## config.mk

```make
export PLATFORM = sky130hd
export DESIGN_NAME = guess_ctrl
export DESIGN_NICKNAME = d
export VERILOG_FILES = /design/src/rtl/guess_ctrl.sv
export SDC_FILE = /design/constraint.sdc
export NUM_CORES = 1
export LEC_CHECK = 0
export CORE_UTILIZATION = 49
export DETAILED_ROUTE_END_ITERATION = 16
export PLACE_DENSITY_LB_ADDON = 0.1
export SLEW_MARGIN = 20
export SYNTH_ARGS = -nofsm -noshare
export SYNTH_HDL_FRONTEND = slang
export SYNTH_SLANG_ARGS = --single-unit
```

## constraint.sdc

```tcl
create_clock -name clk -period 2 [get_ports clk]
set_input_delay 0.4 -clock clk [delete_from_list [all_inputs] [get_ports clk]]
set_output_delay 0.4 -clock clk [all_outputs]
set_load 0.01 [all_outputs]
```

## src/rtl/guess_ctrl.sv

```systemverilog
// Game controller for the 3-digit number-guessing lab: generates a secret
// target from an LFSR, assembles keypad guesses, sequences the external
// check stage and tracks attempts / win / lose.
//
// state | meaning
// ------+-------------------------------------------------------------
// IDLE  | after reset, waiting for new_game
// GEN   | searching LFSR output for a valid target (3 distinct BCD digits)
// ENTRY | collecting digits, waiting for submit
// CHK1  | start_check high, check stage registers operands
// CHK2  | start_check high, check_result valid and captured
// EVAL  | result_valid pulse, attempt counted, decide win/lose/continue
// WIN   | game won, holding final guess
// LOSE  | game lost, target shown
module guess_ctrl #(
    parameter int          MAX_TRIES = 8,
    parameter logic [11:0] LFSR_SEED = 12'hACE
) (
    input  logic        clk,
    input  logic        rst,
    input  logic        new_game,
    input  logic        digit_valid,
    input  logic [3:0]  digit,
    input  logic        btn_clear,
    input  logic        btn_submit,
    input  logic [5:0]  check_result,
    output logic [11:0] input_number,
    output logic [11:0] target_number,
    output logic        start_check,
    output logic [1:0]  digit_cnt,
    output logic [3:0]  tries,
    output logic [5:0]  last_result,
    output logic        result_valid,
    output logic        win,
    output logic        lose
);

    typedef enum logic [2:0] {
        IDLE, GEN, ENTRY, CHK1, CHK2, EVAL, WIN, LOSE
    } state_t;

    localparam logic [4:0] MAX_T = 5'(MAX_TRIES);

    state_t      state, state_nxt;
    logic [11:0] lfsr;
    logic        lfsr_fb;
    logic        gen_ok;
    logic        pos_ok_three;
    logic [11:0] input_nxt, target_nxt;
    logic [1:0]  cnt_nxt;
    logic [3:0]  tries_nxt;
    logic [5:0]  result_nxt;

    assign lfsr_fb = lfsr[11] ^ lfsr[5] ^ lfsr[3] ^ lfsr[0];

    // Candidate target: every nibble a decimal digit and all three distinct
    assign gen_ok = (lfsr[11:8] <= 4'd9) && (lfsr[7:4] <= 4'd9) && (lfsr[3:0] <= 4'd9) &&
                    (lfsr[11:8] != lfsr[7:4]) && (lfsr[11:8] != lfsr[3:0]) &&
                    (lfsr[7:4] != lfsr[3:0]);

    // Only the exact one-hot code for 3 counts as a full match; illegal codes never win
    assign pos_ok_three = (check_result[5:3] == 3'b100);

    // LFSR runs free in every state so the target depends on player timing
    always_ff @(posedge clk) begin
        if (rst) lfsr <= LFSR_SEED;
        else     lfsr <= {lfsr[10:0], lfsr_fb};
    end

    // State and datapath registers
    always_ff @(posedge clk) begin
        if (rst) begin
            state         <= IDLE;
            input_number  <= '0;
            target_number <= '0;
            digit_cnt     <= '0;
            tries         <= '0;
            last_result   <= '0;
        end else begin
            state         <= state_nxt;
            input_number  <= input_nxt;
            target_number <= target_nxt;
            digit_cnt     <= cnt_nxt;
            tries         <= tries_nxt;
            last_result   <= result_nxt;
        end
    end

    // Next-state and datapath update; new_game overrides everything
    always_comb begin
        state_nxt  = state;
        input_nxt  = input_number;
        target_nxt = target_number;
        cnt_nxt    = digit_cnt;
        tries_nxt  = tries;
        result_nxt = last_result;
        case (state)
            GEN: begin
                if (gen_ok) begin
                    target_nxt = lfsr;
                    state_nxt  = ENTRY;
                end
            end
            ENTRY: begin
                if (btn_clear) begin
                    input_nxt = '0;
                    cnt_nxt   = '0;
                end else if (btn_submit) begin
                    if (digit_cnt == 2'd3) state_nxt = CHK1;
                end else if (digit_valid && (digit <= 4'd9) && (digit_cnt != 2'd3)) begin
                    input_nxt = {input_number[7:0], digit};
                    cnt_nxt   = digit_cnt + 2'd1;
                end
            end
            CHK1: state_nxt = CHK2;
            CHK2: begin
                result_nxt = check_result;
                state_nxt  = EVAL;
            end
            EVAL: begin
                tries_nxt = (tries == 4'd15) ? tries : tries + 4'd1;
                if (last_result[5:3] == 3'b100) begin
                    state_nxt = WIN;
                end else if (({1'b0, tries} + 5'd1) == MAX_T) begin
                    state_nxt = LOSE;
                end else begin
                    state_nxt = ENTRY;
                    input_nxt = '0;
                    cnt_nxt   = '0;
                end
            end
            default: state_nxt = state;
        endcase
        if (new_game) begin
            state_nxt  = GEN;
            input_nxt  = '0;
            cnt_nxt    = '0;
            tries_nxt  = '0;
            result_nxt = '0;
        end
    end

    // Status outputs decoded straight from state
    always_comb begin
        start_check  = (state == CHK1) || (state == CHK2);
        result_valid = (state == EVAL);
        win          = (state == WIN);
        lose         = (state == LOSE);
    end

    logic unused_ok;
    assign unused_ok = pos_ok_three;

endmodule
```

==> After elaboration in Yosys (flattened, before gate mapping) <==
Index checks and enable logic that the tools add are counted.
{ "totals": {"ff_bits": 51, "output_inout_bits": 40} }
{ "op_classes": {"n_addsub": 3, "n_lt_le_gt_ge": 4, "n_eq_ne": 27, "muxes": 20, "bitwise": 4, "n_reduce_logical": 17} }
{ "op_table": {"columns": ["cell", "count"], "rows": [
  ["two-way mux 12 bit", 5],
  ["one-hot mux 12 bit (2 select lines)", 1],
  ["two-way mux 3 bit", 6],
  ["inequality test 3 bit, second input constant", 6],
  ["<= comparator 4 bit, second input constant", 4],
  ["== test 3 bit, second input constant", 5],
  ["one-hot mux 3 bit (5 select lines)", 1],
  ["AND reduction 5 bit", 3],
  ["inequality test 2 bit, second input constant", 7],
  ["inequality test 4 bit", 3],
  ["two-way mux 2 bit", 5],
  ["logical AND 1 bit", 7],
  ["== test 3 x 2 -> 1 bit, second input constant", 2],
  ["nonzero test 6 bit", 1],
  ["adder 4 x 1 -> 5 bit, second input constant", 1],
  ["== test 5 x 4 -> 1 bit, second input constant", 1],
  ["nonzero test 5 bit", 1],
  ["adder 4 x 1 -> 4 bit, second input constant", 1],
  ["== test 4 bit, second input constant", 1],
  ["one-hot mux 2 bit (2 select lines)", 1],
  ["AND reduction 2 bit", 2],
  ["== test 3 x 1 -> 1 bit, second input constant", 1],
  ["bitwise XOR 1 bit", 3],
  ["adder 2 x 1 -> 2 bit, second input constant", 1],
  ["6 further kinds", 6]
]} }

==> Longest topological paths before layout <==
{ "logic_depth": {"ltp_word": 9, "depth_mapped": 8} }

==> Worst setup path before layout <==
OpenSTA, ideal clock, no wires.
{ "synth_path": {"path_type": "register to register", "start": "register tries[0]", "end": "register input_number[10]", "setup_time_ns": 0.128, "arrival_time_ns": 1.616, "slack_ns": 0.257, "path_stages_with_launch": 8, "n_path_buf": 1, "path_cell_list": "dfxtp_1 > ha_1 > nor4bb_1 > a41oi_1 > a32oi_2 > buf_2 > a22oi_1 > nor2_1"} }
{ "synth_between": {"elab_chain_cells": 4} }
{ "synth_lines": {"columns": ["element", "line_no", "rtl"], "rows": [
  ["start, declared", "31", "output logic [3:0] tries,"],
  ["start signal, assigned", "84", "tries <= tries_nxt;"],
  ["adder 4 x 1 -> 5 bit", "124", "end else if (({1'b0, tries} + 5'd1) == MAX_T) begin"],
  ["== test 5 x 4 -> 1 bit", "124", null],
  ["inequality test 2 bit (no line)", null, null],
  ["AND reduction 5 bit (no line)", null, null],
  ["end signal, assigned", "81", "input_number <= input_nxt;"],
  ["end, declared", "27", "output logic [11:0] input_number,"]
]} }
Every way passes these cells.
A chain may end at the register's enable or synchronous reset.

==> Worst setup path after layout <==
{ "layout_path": {"start": "register tries[0]", "end": "register input_number[8]"} }
The elaborated chain is that of the path after synthesis.

==> impl_metrics.xml <==
<?xml version="1.0" encoding="UTF-8"?>
<metrics>
  <group name="grt">
    <metric name="largest_net_degree_at_the_start_of_global_routing" unit="">19</metric>
    <metric name="gr-total-overflow" unit="">0</metric>
    <metric name="grt_first_pass_wirelength" unit="um">7810</metric>
    <metric name="grtUsageTotal" unit="">0.200</metric>
    <metric name="antenna_found_initial" unit="">0</metric>
    <metric name="grt_pass1_vias" unit="">1709</metric>
  </group>
  <group name="place">
    <metric name="post_dp_cell_area" unit="sq um">2870</metric>
    <metric name="finalWeightedCongestion" unit="">0.770</metric>
    <metric name="placedCellCount" unit="">336</metric>
    <metric name="port_buffers" unit="">55</metric>
    <metric name="place.detailed.hpwl" unit="um">3360</metric>
  </group>
  <group name="clock_tree">
    <metric name="cts_buffers" unit="">5</metric>
    <metric name="worst_skew_pair.late_latency" unit="ns">0.31</metric>
    <metric name="buffer_type_at_the_clock_tree_root" unit="">clkbuf_8</metric>
    <metric name="cts_tree" unit="">done</metric>
    <metric name="hold_bufs_inserted_after_cts" unit="">0</metric>
    <metric name="clk_path_buf_depth" unit="">2</metric>
    <metric name="numClockSinks" unit="">51</metric>
    <metric name="htree_num_levels" unit="">2</metric>
    <metric name="path_clk_slew" unit="ns">0.10</metric>
  </group>
  <group name="final_layout">
    <metric name="final_design_area_no_fill" unit="sq um">3010</metric>
    <metric name="syn2layout_area_growth" unit="%">32.7</metric>
    <metric name="fraction_of_layout_instances_using_a_drive_strength_above_1" unit="">0.159</metric>
    <metric name="utilization" unit="">0.683</metric>
    <metric name="final_nets" unit="">314</metric>
    <metric name="layout_common_cells" unit="">51 x clkdlybuf4s50_1, 49 x dfxtp_1, 27 x nor2_1</metric>
    <metric name="antenna_cells" unit="">0</metric>
    <metric name="final_cell_count_no_fill" unit="">347</metric>
    <metric name="final_common_cell" unit="">clkdlybuf4s50_1</metric>
  </group>
  <group name="sta">
    <metric name="timing.final.hold_violations" unit="">0</metric>
    <metric name="max_clk_rate" unit="MHz">531</metric>
    <metric name="final-max-slew-violation-count" unit="">0</metric>
    <metric name="setup_violations" unit="">0</metric>
    <metric name="period_share" unit="">0.942</metric>
    <metric name="worst_slew_pin_slew" unit="ns">0.469</metric>
    <metric name="period_minus_slack" unit="ns">1.88</metric>
    <metric name="timing.clock.skew" unit="ns">0.00871</metric>
    <metric name="relSlewSlack" unit="">0.687</metric>
  </group>
  <group name="worst_setup_path">
    <metric name="worst_setup_path_end_kind" unit="">flop</metric>
    <metric name="setup.worst_path.start_class" unit="">flop</metric>
    <metric name="ws_path_type" unit="">reg -&gt; reg</metric>
    <metric name="worst_ep_required_time" unit="ns">2.25</metric>
    <metric name="critical_path_arrival" unit="ns">2.13</metric>
    <metric name="crit_fanout" unit="">14</metric>
    <metric name="r2r_start" unit="">tries[0]</metric>
    <metric name="startpoint" unit="">tries[0]</metric>
    <metric name="reg2regPathDepth" unit="">7</metric>
  </group>
  <group name="floorplanning">
    <metric name="die_height" unit="um">70.1</metric>
    <metric name="total_die_area" unit="sq um">4910</metric>
    <metric name="placement_rows" unit="">24</metric>
    <metric name="die_width" unit="um">70.1</metric>
    <metric name="design.portCount" unit="">56</metric>
    <metric name="initial_core_util" unit="">0.514</metric>
    <metric name="core_region_area" unit="sq um">4410</metric>
  </group>
  <group name="detailed_routing">
    <metric name="via_count" unit="">1828</metric>
    <metric name="routed_wire_length_per_instance" unit="um">13.7</metric>
    <metric name="drtPass1Iterations" unit="">5</metric>
    <metric name="postRouteWirelength" unit="um">4750</metric>
    <metric name="first_iter_violations" unit="">97</metric>
    <metric name="number_of_remaining_drc_errors" unit="">0</metric>
    <metric name="detail-route-antenna-nets" unit="">0</metric>
    <metric name="viasPerCell" unit="">5.27</metric>
  </group>
  <group name="flow_run">
    <metric name="cap_viol_max_count" unit="">0</metric>
  </group>
  <group name="power">
    <metric name="p_sw" unit="uW">479</metric>
    <metric name="power_density" unit="nW/um^2">666</metric>
    <metric name="internal-power" unit="mW">1.53</metric>
    <metric name="vdd_ir_drop_max" unit="V">0.000410</metric>
    <metric name="switching_share" unit="">0.239</metric>
    <metric name="comb_power_share" unit="">0.102</metric>
    <metric name="pwr-share-seq" unit="">0.541</metric>
    <metric name="share_clk_of_total_power" unit="">0.358</metric>
    <metric name="cellLeakagePower" unit="nW">1.13</metric>
  </group>
  <group name="logic_synthesis">
    <metric name="yosys.cell_types.count" unit="">45</metric>
    <metric name="synth-edff-count" unit="">0</metric>
    <metric name="ys_seq_area_frac" unit="">0.450</metric>
    <metric name="async_reset_ff_frac" unit="">0</metric>
    <metric name="ys.warnings.count" unit="">0</metric>
    <metric name="synth_flop_type" unit="">dfxtp_1</metric>
    <metric name="gate_count_post_synth" unit="">233</metric>
    <metric name="syn-num-nets" unit="">253</metric>
    <metric name="synth_seq_cells" unit="">51</metric>
    <metric name="synth.avg_cell_area" unit="sq um">9.75</metric>
    <metric name="syn_std_cell_area" unit="sq um">2270</metric>
  </group>
  <group name="min_path">
    <metric name="holdPathStages" unit="">2</metric>
    <metric name="worstHoldPathType" unit="">reg -&gt; reg</metric>
    <metric name="worstHoldStart" unit="">target_number[10]</metric>
  </group>
  <group name="status">
    <metric name="status" unit="">completed</metric>
  </group>
</metrics>
==> kinds of logic (layout without fill, tap and decap cells) <==
| family | Yosys count | count (layout) | share of synthesized area |
|---|---|---|---|
| flip-flops | 51 | 51 | 0.450 |
| XOR/XNOR | 16 | 16 | 0.0650 |
| AO/OA/AOI/OAI | 38 | 38 | 0.125 |
| buffers and inverters | 18 | 80 | 0.0452 |
| adder cells (fa/ha/maj) | 4 | 4 | 0.0220 |
| AND/OR/NAND/NOR | 87 | 87 | 0.204 |
| multiplexers | 19 | 19 | 0.0893 |
==> cells in the mapped netlist, types with 6 or more instances <==
cell      instances  area, sq um
nor2_1           27          101
xor2_1            6         52.6
a21oi_1           9         45.0
xnor2_1           9         78.8
mux2i_1          15          150
or2_2             9         56.3
clkbuf_1          6         22.5
nand2_1          20         75.1
nor2b_1           8         50.1
dfxtp_1          51         1020
o21ai_0           7         35.0
a22oi_1          13         97.6
==> final timing paths <==
check / end / slack, ns
hold / removal: target_number[10] / 0.47
setup / recovery: input_number[8] / 0.12
hold reg to reg: target_number[10] / 0.47
setup reg to reg: input_number[8] / 0.12
==> power groups by stage <==
| stage | sequential [mW] | combinational, mW | clock, mW |
|---|---|---|---|
| after floorplan | 1.09 | 0.151 | 0 |
| after global placement | 1.11 | 0.200 | 0 |
| after detailed placement | 1.11 | 0.204 | 0 |
| after CTS | 1.09 | 0.205 | 0.737 |
| after global routing | 1.09 | 0.225 | 0.773 |
| final | 1.08 | 0.204 | 0.717 |
==> routing by layer <==
metal	track usage	vias to the layer above	wire length, um
met3	0.0462	9	243
met2	0.315	48	2260
met4	0.0867	0	93
met5	0	-	0
met1	0.261	848	2160
li1	-	923	-
==> stage by stage <==
step / setup WS (ns) / setup TNS (ns) / power (mW) / hold WS [ns]
2_1_floorplan: 0.257 / 0 / 1.25 / 0.479
3_3_place_gp: 0.0543 / 0 / 1.31 / 0.448
3_5_place_dp: -0.00671 / -0.00671 / 1.31 / 0.457
4_1_cts: 0.0492 / 0 / 2.03 / 0.471
5_1_grt: -0.0166 / -0.0539 / 2.09 / 0.485
6_report: 0.117 / 0 / 2.01 / 0.465
==> what timing repair did <==
item	4_1_cts	5_1_grt
gates resized for setup	5	2
setup buffers	0	3
endpoints found under the setup margin	4	10
pin swaps	0	1
==> registers in the layout, indices dropped and copies added (netlist names) <==
| name | flops |
|---|---|
| digit_cnt | 2 |
| target_number | 12 |
| last_result | 6 |
| input_number | 12 |
| tries | 4 |
| lfsr | 12 |
| state | 3 |
==> layout make-up <==
| class | instances | area [sq um] |
|---|---|---|
| repair buffers | 67 | 639 |
| fillers | 391 | 1400 |
| inverters | 5 | 18.8 |
| clock inverters | 3 | 43.8 |
| clock buffers | 5 | 68.8 |
| well taps | 52 | 65.1 |
| multi-input cells | 164 | 1150 |
| flip-flops and latches | 51 | 1020 |
==> worst max-delay path, stage by stage, from the launching register on <==
cell and delay, ns:
dfxtp_1 0.37, ha_1 0.28, nor4bb_1 0.36, a41oi_2 0.11, a32oi_2 0.25, buf_4 0.22, a22oi_1 0.10, nor2_1 0.12
Note: power is estimated with default switching activity, not from simulation.
